$ cat config.mk
export PLATFORM = sky130hd
export DESIGN_NAME = instruction_fetch_ctrl_flat
export DESIGN_NICKNAME = d
export VERILOG_FILES = /design/src/rtl/instruction_fetch_ctrl_pkg.sv /design/src/rtl/instruction_fetch_ctrl_if.sv /design/src/rtl/instruction_fetch_ctrl.sv /design/src/flat_wrapper.sv
export SDC_FILE = /design/constraint.sdc
export NUM_CORES = 1
export LEC_CHECK = 0
export ABC_AREA = 1
export BUFFER_PORTS_ARGS = -buffer_cell sky130_fd_sc_hd__clkbuf_2
export CORE_MARGIN = 8
export CORE_UTILIZATION = 45
export DETAILED_ROUTE_END_ITERATION = 8
export PLACE_DENSITY = 0.82
export SLEW_MARGIN = 20
export SYNTH_ARGS = -nofsm -noshare
export SYNTH_HDL_FRONTEND = slang
export SYNTH_SLANG_ARGS = --single-unit
$ cat constraint.sdc
create_clock -name clk -period 2.85 [get_ports clk]
set_input_delay 0.4275 -clock clk [delete_from_list [all_inputs] [get_ports clk]]
set_output_delay 0.4275 -clock clk [all_outputs]
set_load 0.005 [all_outputs]
$ cat src/rtl/instruction_fetch_ctrl_pkg.sv
// Shared fetch definitions: state encoding and
// HALT opcode defaults, also used by the decoder.
package instruction_fetch_ctrl_pkg;

  localparam int unsigned OPC_LEN_DEF = 4;
  localparam logic [3:0] HALT_OPCODE_DEF = 4'hF;

  typedef enum logic [2:0] {
    S_IDLE   = 3'd0,
    S_ISSUE  = 3'd1,
    S_WAIT   = 3'd2,
    S_HOLD   = 3'd3,
    S_HALTED = 3'd4
  } fetch_state_e;

endpackage

$ cat src/rtl/instruction_fetch_ctrl_if.sv
// Fetch bundle: PC link, instruction memory port
// and the IR valid/ready channel towards decode.
interface instruction_fetch_ctrl_if #(
  parameter int DATA_LEN = 16,
  parameter int ADDR_LEN = 16
);

  logic                start;
  logic                flush;
  logic [ADDR_LEN-1:0] pc_value;
  logic                pc_inc;
  logic [ADDR_LEN-1:0] imem_addr;
  logic                imem_rd_en;
  logic [DATA_LEN-1:0] imem_data;
  logic [DATA_LEN-1:0] ir_out;
  logic                ir_valid;
  logic                ir_ready;
  logic                halted;

  modport master (
    input  start, flush, pc_value,
    input  imem_data, ir_ready,
    output pc_inc, imem_addr, imem_rd_en,
    output ir_out, ir_valid, halted
  );

  modport slave (
    output start, flush, pc_value,
    output imem_data, ir_ready,
    input  pc_inc, imem_addr, imem_rd_en,
    input  ir_out, ir_valid, halted
  );

endinterface

$ cat src/rtl/instruction_fetch_ctrl.sv
// Fetch sequencer: PC -> fixed-latency imem read
// -> IR, handed to decode over valid/ready.
module instruction_fetch_ctrl
  import instruction_fetch_ctrl_pkg::*;
#(
  parameter int DATA_LEN    = 16,
  parameter int ADDR_LEN    = 16,
  parameter int MEM_LATENCY = 2,
  parameter int OPC_LEN     = OPC_LEN_DEF,
  parameter logic [OPC_LEN-1:0] HALT_OPCODE =
    HALT_OPCODE_DEF
) (
  input logic clk,
  input logic reset,
  instruction_fetch_ctrl_if.master bus
);

  localparam int LAT_W = $clog2(MEM_LATENCY) + 1;

  fetch_state_e        state_q, state_d;
  logic [LAT_W-1:0]    lat_q, lat_d;
  logic [DATA_LEN-1:0] ir_q, ir_d;
  logic                vld_q, vld_d;

  logic lat_zero;
  logic capture;
  logic is_halt;
  logic active;

  assign lat_zero = (lat_q == '0);
  assign capture  = (state_q == S_WAIT) &&
                    lat_zero && !bus.flush;
  assign is_halt  =
    (ir_q[DATA_LEN-1 -: OPC_LEN] == HALT_OPCODE);
  assign active   = (state_q == S_ISSUE) ||
                    (state_q == S_WAIT)  ||
                    (state_q == S_HOLD);

  // Strobes stay combinational so reset kills them
  // immediately, before the next clock edge.
  assign bus.imem_addr  = bus.pc_value;
  assign bus.imem_rd_en = (state_q == S_ISSUE);
  assign bus.pc_inc     = capture;
  assign bus.halted     = (state_q == S_HALTED);
  assign bus.ir_out     = ir_q;
  assign bus.ir_valid   = vld_q;

  always_comb begin
    state_d = state_q;
    lat_d   = lat_q;
    ir_d    = ir_q;
    vld_d   = vld_q;
    unique case (state_q)
      S_IDLE, S_HALTED: begin
        if (bus.start) state_d = S_ISSUE;
      end
      S_ISSUE: begin
        lat_d   = LAT_W'(MEM_LATENCY - 1);
        state_d = S_WAIT;
      end
      S_WAIT: begin
        if (lat_zero) begin
          ir_d    = bus.imem_data;
          vld_d   = 1'b1;
          state_d = S_HOLD;
        end else begin
          lat_d = lat_q - 1'b1;
        end
      end
      S_HOLD: begin
        if (bus.ir_ready) begin
          vld_d   = 1'b0;
          state_d = is_halt ? S_HALTED : S_ISSUE;
        end
      end
      default: state_d = S_IDLE;
    endcase
    // Branch reload beats capture and handshake.
    if (bus.flush && active) begin
      state_d = S_ISSUE;
      ir_d    = ir_q;
      vld_d   = 1'b0;
    end
  end

  always_ff @(posedge clk or negedge reset) begin
    if (!reset) begin
      state_q <= S_IDLE;
      lat_q   <= '0;
      ir_q    <= '0;
      vld_q   <= 1'b0;
    end else begin
      state_q <= state_d;
      lat_q   <= lat_d;
      ir_q    <= ir_d;
      vld_q   <= vld_d;
    end
  end

endmodule
$ cat src/flat_wrapper.sv
// flat-port wrapper written by rule: the top's interface ports become plain ports
module instruction_fetch_ctrl_flat import instruction_fetch_ctrl_pkg::*;
#(
  parameter int DATA_LEN    = 16,
  parameter int ADDR_LEN    = 16,
  parameter int MEM_LATENCY = 2,
  parameter int OPC_LEN     = OPC_LEN_DEF,
  parameter logic [OPC_LEN-1:0] HALT_OPCODE =
    HALT_OPCODE_DEF
)
  (clk, reset, bus_start, bus_flush, bus_pc_value, bus_imem_data, bus_ir_ready, bus_pc_inc, bus_imem_addr, bus_imem_rd_en, bus_ir_out, bus_ir_valid, bus_halted);
  instruction_fetch_ctrl_if #(.DATA_LEN(DATA_LEN), .ADDR_LEN(ADDR_LEN)) bus_i ();
  input logic clk;
  input logic reset;
  input wire logic [$bits(bus_i.start)-1:0] bus_start;
  input wire logic [$bits(bus_i.flush)-1:0] bus_flush;
  input wire logic [$bits(bus_i.pc_value)-1:0] bus_pc_value;
  input wire logic [$bits(bus_i.imem_data)-1:0] bus_imem_data;
  input wire logic [$bits(bus_i.ir_ready)-1:0] bus_ir_ready;
  output wire logic [$bits(bus_i.pc_inc)-1:0] bus_pc_inc;
  output wire logic [$bits(bus_i.imem_addr)-1:0] bus_imem_addr;
  output wire logic [$bits(bus_i.imem_rd_en)-1:0] bus_imem_rd_en;
  output wire logic [$bits(bus_i.ir_out)-1:0] bus_ir_out;
  output wire logic [$bits(bus_i.ir_valid)-1:0] bus_ir_valid;
  output wire logic [$bits(bus_i.halted)-1:0] bus_halted;
  assign bus_i.start = bus_start;
  assign bus_i.flush = bus_flush;
  assign bus_i.pc_value = bus_pc_value;
  assign bus_i.imem_data = bus_imem_data;
  assign bus_i.ir_ready = bus_ir_ready;
  assign bus_pc_inc = bus_i.pc_inc;
  assign bus_imem_addr = bus_i.imem_addr;
  assign bus_imem_rd_en = bus_i.imem_rd_en;
  assign bus_ir_out = bus_i.ir_out;
  assign bus_ir_valid = bus_i.ir_valid;
  assign bus_halted = bus_i.halted;
  instruction_fetch_ctrl #(.DATA_LEN(DATA_LEN), .ADDR_LEN(ADDR_LEN), .MEM_LATENCY(MEM_LATENCY), .OPC_LEN(OPC_LEN), .HALT_OPCODE(HALT_OPCODE)) u_core (.clk(clk), .reset(reset), .bus(bus_i));
endmodule
==> results of run 1 <==
[power groups by stage]
stage          logic (mW)  clock network, mW  registers, mW
4_1_cts             0.466              0.240          0.539
3_3_place_gp        0.446                  0          0.537
3_5_place_dp        0.462                  0          0.544
5_1_grt             0.534              0.250          0.557
2_1_floorplan       0.270                  0          0.542
6_report            0.457              0.234          0.539
[final cells by class]
| class | instances | area [µm²] |
|---|---|---|
| Fill cell | 225 | 1144 |
| Sequential cell | 22 | 550.5 |
| Multi-Input combinational cell | 93 | 404.1 |
| Timing Repair Buffer | 40 | 200.2 |
| Inverter | 11 | 43.79 |
| Tap cell | 30 | 37.54 |
| Clock inverter | 1 | 30.03 |
| Clock buffer | 3 | 22.52 |
[cell usage in the layout, fill, tap and decap left out, types with 2 or more instances in the layout]
cell type	synthesis	final
nand2_1	66	66
inv_1	9	9
nand3_1	2	2
clkbuf_2	0	40
nor2_1	11	11
clkbuf_4	0	3
nand4_1	2	2
dfrtp_1	22	22
o21ai_0	4	4
[sequential cells by signal, indices dropped and copies added, names as in the netlist]
name / cells
u_core.state_q: 3
u_core.bus.ir_valid: 1
u_core.lat_q: 2
u_core.bus.ir_out: 16
[synth_stat cells, types with 2 or more instances]
master,n
nand2_1,66
dfrtp_1,22
buf_4,16
nor2_1,11
inv_1,9
o21ai_0,4
nand3_1,2
nand4_1,2
[through the flow]
step           hold slack, ps  total power [mW]
3_5_place_dp            430.8             1.007
2_1_floorplan           131.9            0.8118
4_1_cts                 88.27             1.245
3_3_place_gp            418.6            0.9829
6_report                66.84             1.230
5_1_grt                 105.5             1.341
[critical path, cell delays in order, from the launching register on]
cell and delay [ps]:
dfrtp_1 460, inv_2 90, nand2_2 80, nor2_4 140, nand3_4 210, inv_4 220
clkbuf_2 140
[path summary, 6_finish.rpt]
check                                   endpoint  slack (ps)  depth (start not counted)
setup / recovery                      bus_pc_inc         790                          6
hold / removal             u_core.bus.ir_out[10]          70                          1
setup reg to reg           u_core.bus.ir_out[13]        1440                          7
hold reg to reg             u_core.bus.ir_out[9]         490                          2
max in group asynchronous   u_core.bus.ir_out[3]        2430                          1
min in group clk            u_core.bus.ir_out[9]         300                          3
[kinds of logic after synthesis]
logic type	after synthesis	synth area share (%)
AO/OA/AOI/OAI	6	2.866
adder cells (fa/ha/maj)	1	1.102
buffers and inverters	29	15.88
AND/OR/NAND/NOR	86	31.64
flip-flops	22	48.51
[routing by layer]
| metal | vias up | part of all wire [%] | wire length, µm |
|---|---|---|---|
| li1 | 475 | - | - |
| met1 | 407 | 39 | 1002 |
| met2 | 50 | 46 | 1169 |
| met3 | 16 | 12 | 301 |
| met4 | 0 | 2.8 | 71 |
| met5 | - | 0 | 0 |
==> Implementation_results.wiki, run 1 <==
{| class="wikitable"
! Metric !! Value
|-
| First-pass GRT wire length || between 4000 and 5000 µm
|-
| Startpoint of the worst-slack reg-to-reg timing path || u_core.state_q[2]
|-
| Clock root buffer || clkbuf_4
|-
| Drt first pass iters || 4
|-
| Clock network fraction of total power || 19.0%
|-
| Met1 routing resource usage after global routing || about an eighth
|-
| Via count || about 950
|-
| Layer with the highest usage || met2
|-
| Actual slew at the worst max-slew pin || between 500 and 600 ps
|-
| Insertion delay to the later sink of the worst-skew pair || around 300 ps
|-
| Remaining antenna violation count after routing || 0
|-
| Yosys warns || 0
|-
| Via-to-Cell Ratio || about 4.7
|-
| Sw frac || approximately 36%
|-
| Count of final setup violators || 0
|-
| Global-route track usage on met3 || ~4.7%
|-
| Static leakage || a little under 0.8 nW
|-
| Width of the die || around 66 µm
|-
| Die extent in y || around 66 µm
|-
| Initial cell density of the core || between 40% and 50%
|-
| Placement row count || 18
|-
| Overall track demand over capacity in global routing || 11.98%
|-
| Met2 usage || about a fifth
|-
| Share of Yosys cell area claimed by the top area cell type || approximately 49%
|-
| Boundary pin count || 73
|-
| End-of-flow core utilization || 52.98%
|-
| Final Hold Fails || 0
|-
| Number of cells in the design after placement || around 200
|-
| Run status || complete, no violations
|-
| CTS resizes || 0
|-
| Cell Area, Placed || roughly 1200 µm²
|-
| Post-synthesis async set-or-reset flop share || 100.0%
|-
| Placeable core area || 2432 µm²
|-
| Remaining global-route overflow || 0
|-
| Deepest clock path buffer count || 2
|-
| Max Freq || roughly 490 MHz
|-
| Gate count after technology mapping || roughly 140
|-
| Max cap viols || 0
|-
| Antenna Diode Count || 0
|-
| Layout cell share with drive strength beyond 1 || 28.82%
|-
| Number of buffers inserted by post-CTS setup repair || 0
|-
| Net Count, Synth || around 180
|-
| CTS Buf Count || 3
|-
| Drt initial violations || slightly below 60
|-
| Count of non-filler cells in the finished layout || 200
|-
| Part of the Yosys area used for sequential elements || 48.51%
|-
| Pins Over Slew Limit || 0
|-
| Final Cycle Share || between 70% and 80%
|-
| Routability congestion estimate from global placement || 0.8120
|-
| DRC viols || 0
|-
| Worst Clk Skew || about 6.4 ps
|-
| Setup repair after global routing missed its margin || no
|-
| Post-synthesis area per instance || between 7 and 8 µm²
|-
| Req. time, crit path || 2420 ps
|-
| Setup Slack @ Placement || about 1100 ps
|-
| Via count of the first global-routing pass || about 1100
|-
| Count of different cell masters after synthesis || 20
|-
| Cell internal pwr || approximately 0.8 mW
|-
| #FFs+latches synth || 22
|-
| Layout Nets || 209
|-
| Power density over cell area || around 950 nW/µm²
|-
| Number of antenna violations at the first check in global routing || 0
|-
| Post-DP HPWL || 1981 µm
|-
| Crit path from || u_core.state_q[2]
|-
| Setup crit start kind || flop
|-
| Primary flip-flop cell chosen by synthesis mapping || dfrtp_1
|-
| Kind of end point of the critical path || output pin
|-
| TritonCTS clock tree || done
|-
| Area Overhead vs Synth || 13.56%
|-
| Clk pin slew, worst setup/hold paths || between 100 and 150 ps
|-
| Peak VDD IR || 0.5202 mV
|-
| Full die area || between 4000 and 5000 µm²
|-
| Cell type with the highest aggregate area in the netlist || dfrtp_1
|-
| Worst path setup slack after routing || 789.0 ps
|-
| Cell area after technology mapping || about 1100 µm²
|-
| Shortest clock period the worst path allows after layout || 2061 ps
|-
| Final-layout setup total negative slack || 0 ps
|-
| Path type of the worst setup path || reg2out
|-
| Crit-path max FO || 18
|-
| Number of enable-type register cells in the synthesized netlist || 0
|-
| Max transition margin || between 60% and 70%
|-
| Non-Filler Cell Area, Final || between 1000 and 1500 µm²
|-
| Number of clock sinks || 22
|-
| Pin count of the biggest net entering global routing || 23
|-
| Sequential power share || a little over two fifths
|-
| Worst EP arrival || 1630 ps
|-
| Number of input and output port buffers inserted || 40
|-
| Combinational Power Share || a little under two fifths
|-
| Net switching component of the power || 0.4458 mW
|-
| DRT Wirelength || 2544 µm
|-
| Top area cells in the synthesized netlist || dfrtp_1, nand2_1, buf_4, nor2_1, inv_1
|-
| Worst min-delay path class || in2async
|-
| Count of hold-fix buffers inserted at cts || 0
|-
| Mean routed wirelength per cell || ~13 µm
|-
| Clock H-tree levels || 1
|}
Note: power is estimated with default switching activity, not from simulation.
==> run 2, diff against run 1 <==
--- a/config.mk
+++ b/config.mk
@@ -5,12 +5,12 @@
 export SDC_FILE = /design/constraint.sdc
 export NUM_CORES = 1
 export LEC_CHECK = 0
-export ABC_AREA = 1
+export ABC_AREA = 0
 export BUFFER_PORTS_ARGS = -buffer_cell sky130_fd_sc_hd__clkbuf_2
 export CORE_MARGIN = 8
-export CORE_UTILIZATION = 45
+export CORE_UTILIZATION = 42
 export DETAILED_ROUTE_END_ITERATION = 8
-export PLACE_DENSITY = 0.82
+export PLACE_DENSITY = 0.77
 export SLEW_MARGIN = 20
 export SYNTH_ARGS = -nofsm -noshare
 export SYNTH_HDL_FRONTEND = slang
==> constraint.sdc (replaced) <==
create_clock -name clk -period 1.9 [get_ports clk]
set_input_delay 0.285 -clock clk [delete_from_list [all_inputs] [get_ports clk]]
set_output_delay 0.285 -clock clk [all_outputs]
set_load 0.005 [all_outputs]
==> Implementation_results.wiki, run 2 <==
{| class="wikitable"
! Metric !! Value
|-
| Kind of end point of the critical path || output pin
|-
| Startpoint of the worst-slack reg-to-reg timing path || u_core.lat_q[0]
|-
| Routability congestion estimate from global placement || approximately 0.87
|-
| Worst min-delay path class || in2reg
|-
| Clock root buffer || clkbuf_4
|-
| CTS Buf Count || 3
|-
| Final-layout setup total negative slack || 0 ps
|-
| Count of different cell masters after synthesis || 29
|-
| Number of clock sinks || 22
|-
| Part of the Yosys area used for sequential elements || 47.52%
|-
| Worst hold endpoint || u_core.bus.ir_out[5]
|-
| Via-to-Cell Ratio || 5.288
|-
| Initial cell density of the core || 43.13%
|-
| Actual slew at the worst max-slew pin || 535.9 ps
|-
| Clk pin slew, worst setup/hold paths || roughly 110 ps
|-
| Sw frac || around a third
|-
| Sequential power share || between 40 and 50%
|-
| Setup crit start kind || flop
|-
| DRC viols || 0
|-
| Number of enable-type register cells in the synthesized netlist || 0
|-
| Peak VDD IR || between 0.7 and 0.8 mV
|-
| Final Cycle Share || a little over nine tenths
|-
| Layout Nets || roughly 160
|-
| Most common library cell in the layout ignoring fill and taps || clkbuf_2
|-
| Cell area after technology mapping || approximately 1200 µm²
|-
| Gate count after technology mapping || 97
|-
| Die extent in y || around 70 µm
|-
| #FFs+latches synth || 22
|-
| Primary flip-flop cell chosen by synthesis mapping || dfrtp_1
|-
| Width of the die || a little under 70 µm
|-
| Source of the worst hold timing path || bus_imem_data[5]
|-
| Max cap viols || 0
|-
| Clock H-tree levels || 1
|-
| Setup repair after global routing missed its margin || no
|-
| Smallest hold slack || between 200 and 250 ps
|-
| Max transition margin || between 60% and 70%
|-
| Most frequent cell after synthesis || dfrtp_1
|-
| Setup Slack @ Placement || roughly 150 ps
|-
| Remaining global-route overflow || 0
|-
| Overall track demand over capacity in global routing || about 11%
|-
| Deepest clock path buffer count || 2
|-
| Worst-case reg-to-reg path depth || 6
|-
| Depth of the worst hold-timing path || 2
|-
| Worst path setup slack after routing || between 90 and 100 ps
|-
| Boundary pin count || between 70 and 80
|-
| Overall power || 1.682 mW
|-
| Share of Yosys cell area claimed by the top area cell type || 47.52%
|-
| Most used cells in the layout excluding fill and tap cells || clkbuf_2, dfrtp_1, mux2_4, mux2_2, o21ai_0
|-
| Layout cell share with drive strength beyond 1 || between 50% and 60%
|-
| Clock network fraction of total power || around 15%
|-
| Post-synthesis async set-or-reset flop share || between 90% and 100%
|-
| Area Overhead vs Synth || 14.25%
|-
| Worst r2r dst || u_core.bus.ir_out[2]
|-
| Worst EP arrival || 1520 ps
|-
| Number of input and output port buffers inserted || 40
|-
| TritonCTS clock tree || done
|-
| First-pass GRT wire length || roughly 4000 µm
|-
| Pins Over Slew Limit || 0
|-
| Max Freq || approximately 550 MHz
|-
| Net switching component of the power || roughly 0.54 mW
|-
| Pin count of the biggest net entering global routing || 23
|-
| Insertion delay to the later sink of the worst-skew pair || about 300 ps
|-
| Count of final setup violators || 0
|-
| Power density over cell area || about 1300 nW/µm²
|-
| Mean routed wirelength per cell || roughly 16 µm
|-
| Reg-to-reg slack, setup || between 150 and 200 ps
|-
| Combinational Power Share || approximately 40%
|-
| Static leakage || 0.7177 nW
|-
| Drt initial violations || 12
|-
| Full die area || around 4700 µm²
|-
| Via count of the first global-routing pass || between 900 and 1000
|-
| Yosys warns || 0
|-
| Req. time, crit path || approximately 1600 ps
|-
| Run status || complete, no violations
|-
| Top area cells in the synthesized netlist || dfrtp_1, mux2_4, buf_4, mux2_2, o21ai_0
|-
| End-of-flow core utilization || approximately 49%
|-
| Cell internal pwr || roughly 1.1 mW
|-
| Remaining antenna violation count after routing || 0
|-
| Cell type with the highest aggregate area in the netlist || dfrtp_1
|-
| Post-synthesis area per instance || approximately 12 µm²
|-
| Net Count, Synth || roughly 140
|-
| Worst Clk Skew || 1.018 ps
|-
| Number of antenna violations at the first check in global routing || 0
|-
| Drt first pass iters || 4
|-
| Antenna Diode Count || 0
|-
| Crit-path max FO || 4
|-
| Placement row count || 19
|-
| DRT Wirelength || roughly 2600 µm
|-
| Max FFs per register || 16
|-
| Path type of the worst setup path || reg2out
|-
| Synth cell count leaders || dfrtp_1, buf_4, mux2_4, mux2_2, o21ai_0
|-
| Post-DP HPWL || roughly 2000 µm
|-
| Final Hold Fails || 0
|-
| Via count || ~830
|-
| Placeable core area || 2686 µm²
|-
| Shortest clock period the worst path allows after layout || roughly 1800 ps
|}
-- run 2: worst max-delay path, stage by stage (launching register included) --
cell and delay (ps):
dfrtp_1 420, inv_1 90, ha_1 220, nor2b_2 260, nand2_4 70, inv_1 50, clkbuf_2 100
-- run 2: worst max path at each step --
stage,slack [ps],cells after the start,end,start
final,90,6,bus_pc_inc,u_core.lat_q[0]
after detailed placement,150,6,bus_pc_inc,u_core.lat_q[0]
after floorplan,300,6,u_core.bus.ir_out[10],u_core.lat_q[0]
after global routing,10,6,bus_pc_inc,u_core.lat_q[0]
after CTS,90,6,bus_pc_inc,u_core.lat_q[0]
after global placement,260,6,bus_pc_inc,u_core.lat_q[0]
-- run 2: final cells by class --
cell class	instances	area, µm²
well taps	31	38.79
fillers	250	1363
clock buffers	4	36.28
flip-flops and latches	22	550.5
inverters	4	15.01
repair buffers	44	232.7
multi-input cells	51	450.4
-- run 2: routing by layer --
layer  global-route usage [%]  part of all wire, %
met3                    4.685                   11
met2                    18.35                   47
met4                    6.650                  2.6
met1                    11.93                   39
met5                        0                    0
-- run 2: logic make-up (layout without fill, tap and decap cells) --
logic type / Yosys count / after routing / synth area share, %
buf+inv: 24 / 52 / 13.82
compound gates: 16 / 16 / 9.287
flops: 22 / 22 / 47.52
simple gates: 18 / 18 / 9.827
mux: 16 / 16 / 18.47
fa+ha+maj: 1 / 1 / 1.080
-- run 2: power by group through the flow --
stage | Clock, mW | Combinational (mW) | Sequential, mW
2_1_floorplan | 0 | 0.408 | 0.756
3_3_place_gp | 0 | 0.644 | 0.749
3_5_place_dp | 0 | 0.678 | 0.760
6_report | 0.252 | 0.673 | 0.758
5_1_grt | 0.270 | 0.744 | 0.777
4_1_cts | 0.258 | 0.686 | 0.755
-- run 2: repair_timing --
item,in CTS,in global routing
gates resized for setup,1,0
hold buffers,1,0
setup buffers,1,0
endpoints found under the hold margin,22,0
endpoints found under the setup margin,1,0
-- run 2: per-stage QoR --
step / std cells / area [µm²]
CTS: 156 / 1324
floorplan: 97 / 1159
finish: 156 / 1324
global placement: 150 / 1267
global route: 156 / 1324
detailed placement: 150 / 1267
==> run 3, diff against run 2 <==
--- a/config.mk
+++ b/config.mk
@@ -11,6 +11,8 @@
 export CORE_UTILIZATION = 42
 export DETAILED_ROUTE_END_ITERATION = 8
 export PLACE_DENSITY = 0.77
+export SETUP_SLACK_MARGIN = 0.5
+export SKIP_CTS_REPAIR_TIMING = 1
 export SLEW_MARGIN = 20
 export SYNTH_ARGS = -nofsm -noshare
 export SYNTH_HDL_FRONTEND = slang
==> Implementation_results.wiki, run 3 (synthesized netlist as in run 2, its figures left out) <==
{| class="wikitable"
! Metric !! Value
|-
| Path type of the worst setup path || reg2out
|-
| Pin count of the biggest net entering global routing || 23
|-
| Max cap viols || 0
|-
| Initial cell density of the core || 43.13%
|-
| Setup crit start kind || flop
|-
| Post-DP HPWL || roughly 1900 µm
|-
| Shortest clock period the worst path allows after layout || 1657 ps
|-
| Static leakage || between 0.7 and 0.8 nW
|-
| Most common library cell in the layout ignoring fill and taps || clkbuf_2
|-
| Startpoint of the worst-slack reg-to-reg timing path || u_core.lat_q[0]
|-
| Remaining antenna violation count after routing || 0
|-
| Antenna Diode Count || 0
|-
| Boundary pin count || 73
|-
| Max FFs per register || 16
|-
| Run status || complete, no violations
|-
| Actual slew at the worst max-slew pin || 537.3 ps
|-
| Worst EP arrival || approximately 1400 ps
|-
| Deepest clock path buffer count || 2
|-
| Worst Clk Skew || slightly above 8 ps
|-
| Placeable core area || about 2700 µm²
|-
| Crit path to || bus_pc_inc
|-
| DRT Wirelength || 2739 µm
|-
| Final Cycle Share || 87.23%
|-
| CTS Buf Count || 3
|-
| Width of the die || 68.52 µm
|-
| Mean routed wirelength per cell || approximately 16 µm
|-
| Max transition margin || ~64%
|-
| Crit path from || u_core.lat_q[0]
|-
| Full die area || ~4700 µm²
|-
| Worst path setup slack after routing || between 200 and 250 ps
|-
| End-of-flow core utilization || a little under three fifths
|-
| First-pass GRT wire length || roughly 3800 µm
|-
| Layout cell share with drive strength beyond 1 || 66.91%
|-
| Setup repair after global routing missed its margin || yes
|-
| Worst r2r dst || u_core.bus.ir_out[12]
|-
| Via count of the first global-routing pass || about 900
|-
| Area Overhead vs Synth || 32.29%
|-
| Final Hold Fails || 0
|-
| Kind of end point of the critical path || output pin
|-
| Power density over cell area || 1282 nW/µm²
|-
| Max Freq || 603.4 MHz
|-
| Via-to-Cell Ratio || between 5 and 6
|-
| Req. time, crit path || ~1600 ps
|-
| Placement row count || 19
|-
| Crit-path max FO || 6
|-
| Count of final setup violators || 0
|-
| Worst-case reg-to-reg path depth || 7
|-
| Via count || between 800 and 900
|-
| Number of antenna violations at the first check in global routing || 0
|-
| Layout Nets || ~180
|-
| Setup Slack @ Placement || about 350 ps
|-
| Number of clock sinks || 22
|-
| Overall track demand over capacity in global routing || approximately a tenth
|-
| Reg-to-reg slack, setup || just under 300 ps
|-
| Die extent in y || 68.52 µm
|-
| Routability congestion estimate from global placement || 0.8525
|-
| DRC viols || 0
|-
| Cell Area, Placed || 1270 µm²
|-
| Pins Over Slew Limit || 0
|-
| Drt initial violations || 19
|-
| Drt first pass iters || 4
|-
| Insertion delay to the later sink of the worst-skew pair || just over 300 ps
|-
| Most used cells in the layout excluding fill and tap cells || clkbuf_2, dfrtp_1, buf_4, mux2_4, mux2_2
|-
| Clock H-tree levels || 1
|-
| Clk pin slew, worst setup/hold paths || about 120 ps
|-
| Non-Filler Cell Area, Final || 1533 µm²
|-
| Remaining global-route overflow || 0
|-
| Clock root buffer || clkbuf_4
|-
| Peak VDD IR || between 0.9 and 1 mV
|-
| Smallest hold slack || slightly below 200 ps
|-
| Worst min-delay path class || in2reg
|-
| Number of input and output port buffers inserted || 40
|-
| TritonCTS clock tree || done
|}
-- run 3: through the flow --
stage	power (mW)	TNS (ps)	instances
4_1_cts	1.785	-13.02	153
5_1_grt	2.083	0	170
3_5_place_dp	1.429	0	149
2_1_floorplan	1.181	0	97
6_report	1.965	0	170
3_3_place_gp	1.392	0	149
-- run 3: per-layer routing --
| metal | part of all wire, % | up-vias | wire length, µm | GRT usage, % |
|---|---|---|---|---|
| li1 | - | 401 | - | - |
| met1 | 40 | 424 | 1091 | 11.99 |
| met2 | 51 | 41 | 1387 | 16.61 |
| met3 | 8.0 | 8 | 218 | 4.685 |
| met4 | 1.5 | 0 | 40 | 5.882 |
| met5 | 0 | - | 0 | 0 |
-- run 3: where the power goes --
group	switching, mW	total [mW]	internal [mW]
combinational	0.331	0.820	0.489
sequential	0.149	0.794	0.645
clock	0.138	0.351	0.213
-- run 3: how the worst min path moves through the flow --
| stage | from | endpoint | cells past startpoint | slack [ps] |
|---|---|---|---|---|
| after floorplan | reset | u_core.bus.ir_out[0] | 0 | -10 |
| after detailed placement | reset | u_core.bus.ir_out[4] | 1 | 290 |
| after CTS | reset | u_core.bus.ir_out[4] | 1 | -60 |
| after global placement | reset | u_core.bus.ir_out[4] | 1 | 280 |
| after global routing | bus_imem_data[11] | u_core.bus.ir_out[11] | 2 | 180 |
| final | bus_imem_data[8] | u_core.bus.ir_out[8] | 2 | 200 |
-- run 3: layout make-up --
cell class | instances | area (µm²)
clock buffer | 3 | 22.52
clock inverter | 1 | 30.03
fill | 233 | 1154
inverter | 4 | 15.01
multi-input combinational | 51 | 524.3
sequential | 22 | 554.3
tap | 31 | 38.79
timing repair buffer | 58 | 347.8
-- run 3: critical path, cell delays in order, from the launching register on --
cell and delay (ps):
dfrtp_1 420, inv_2 90, ha_4 130, nor2b_4 200, nand2_8 90, inv_2 50, clkbuf_2 100
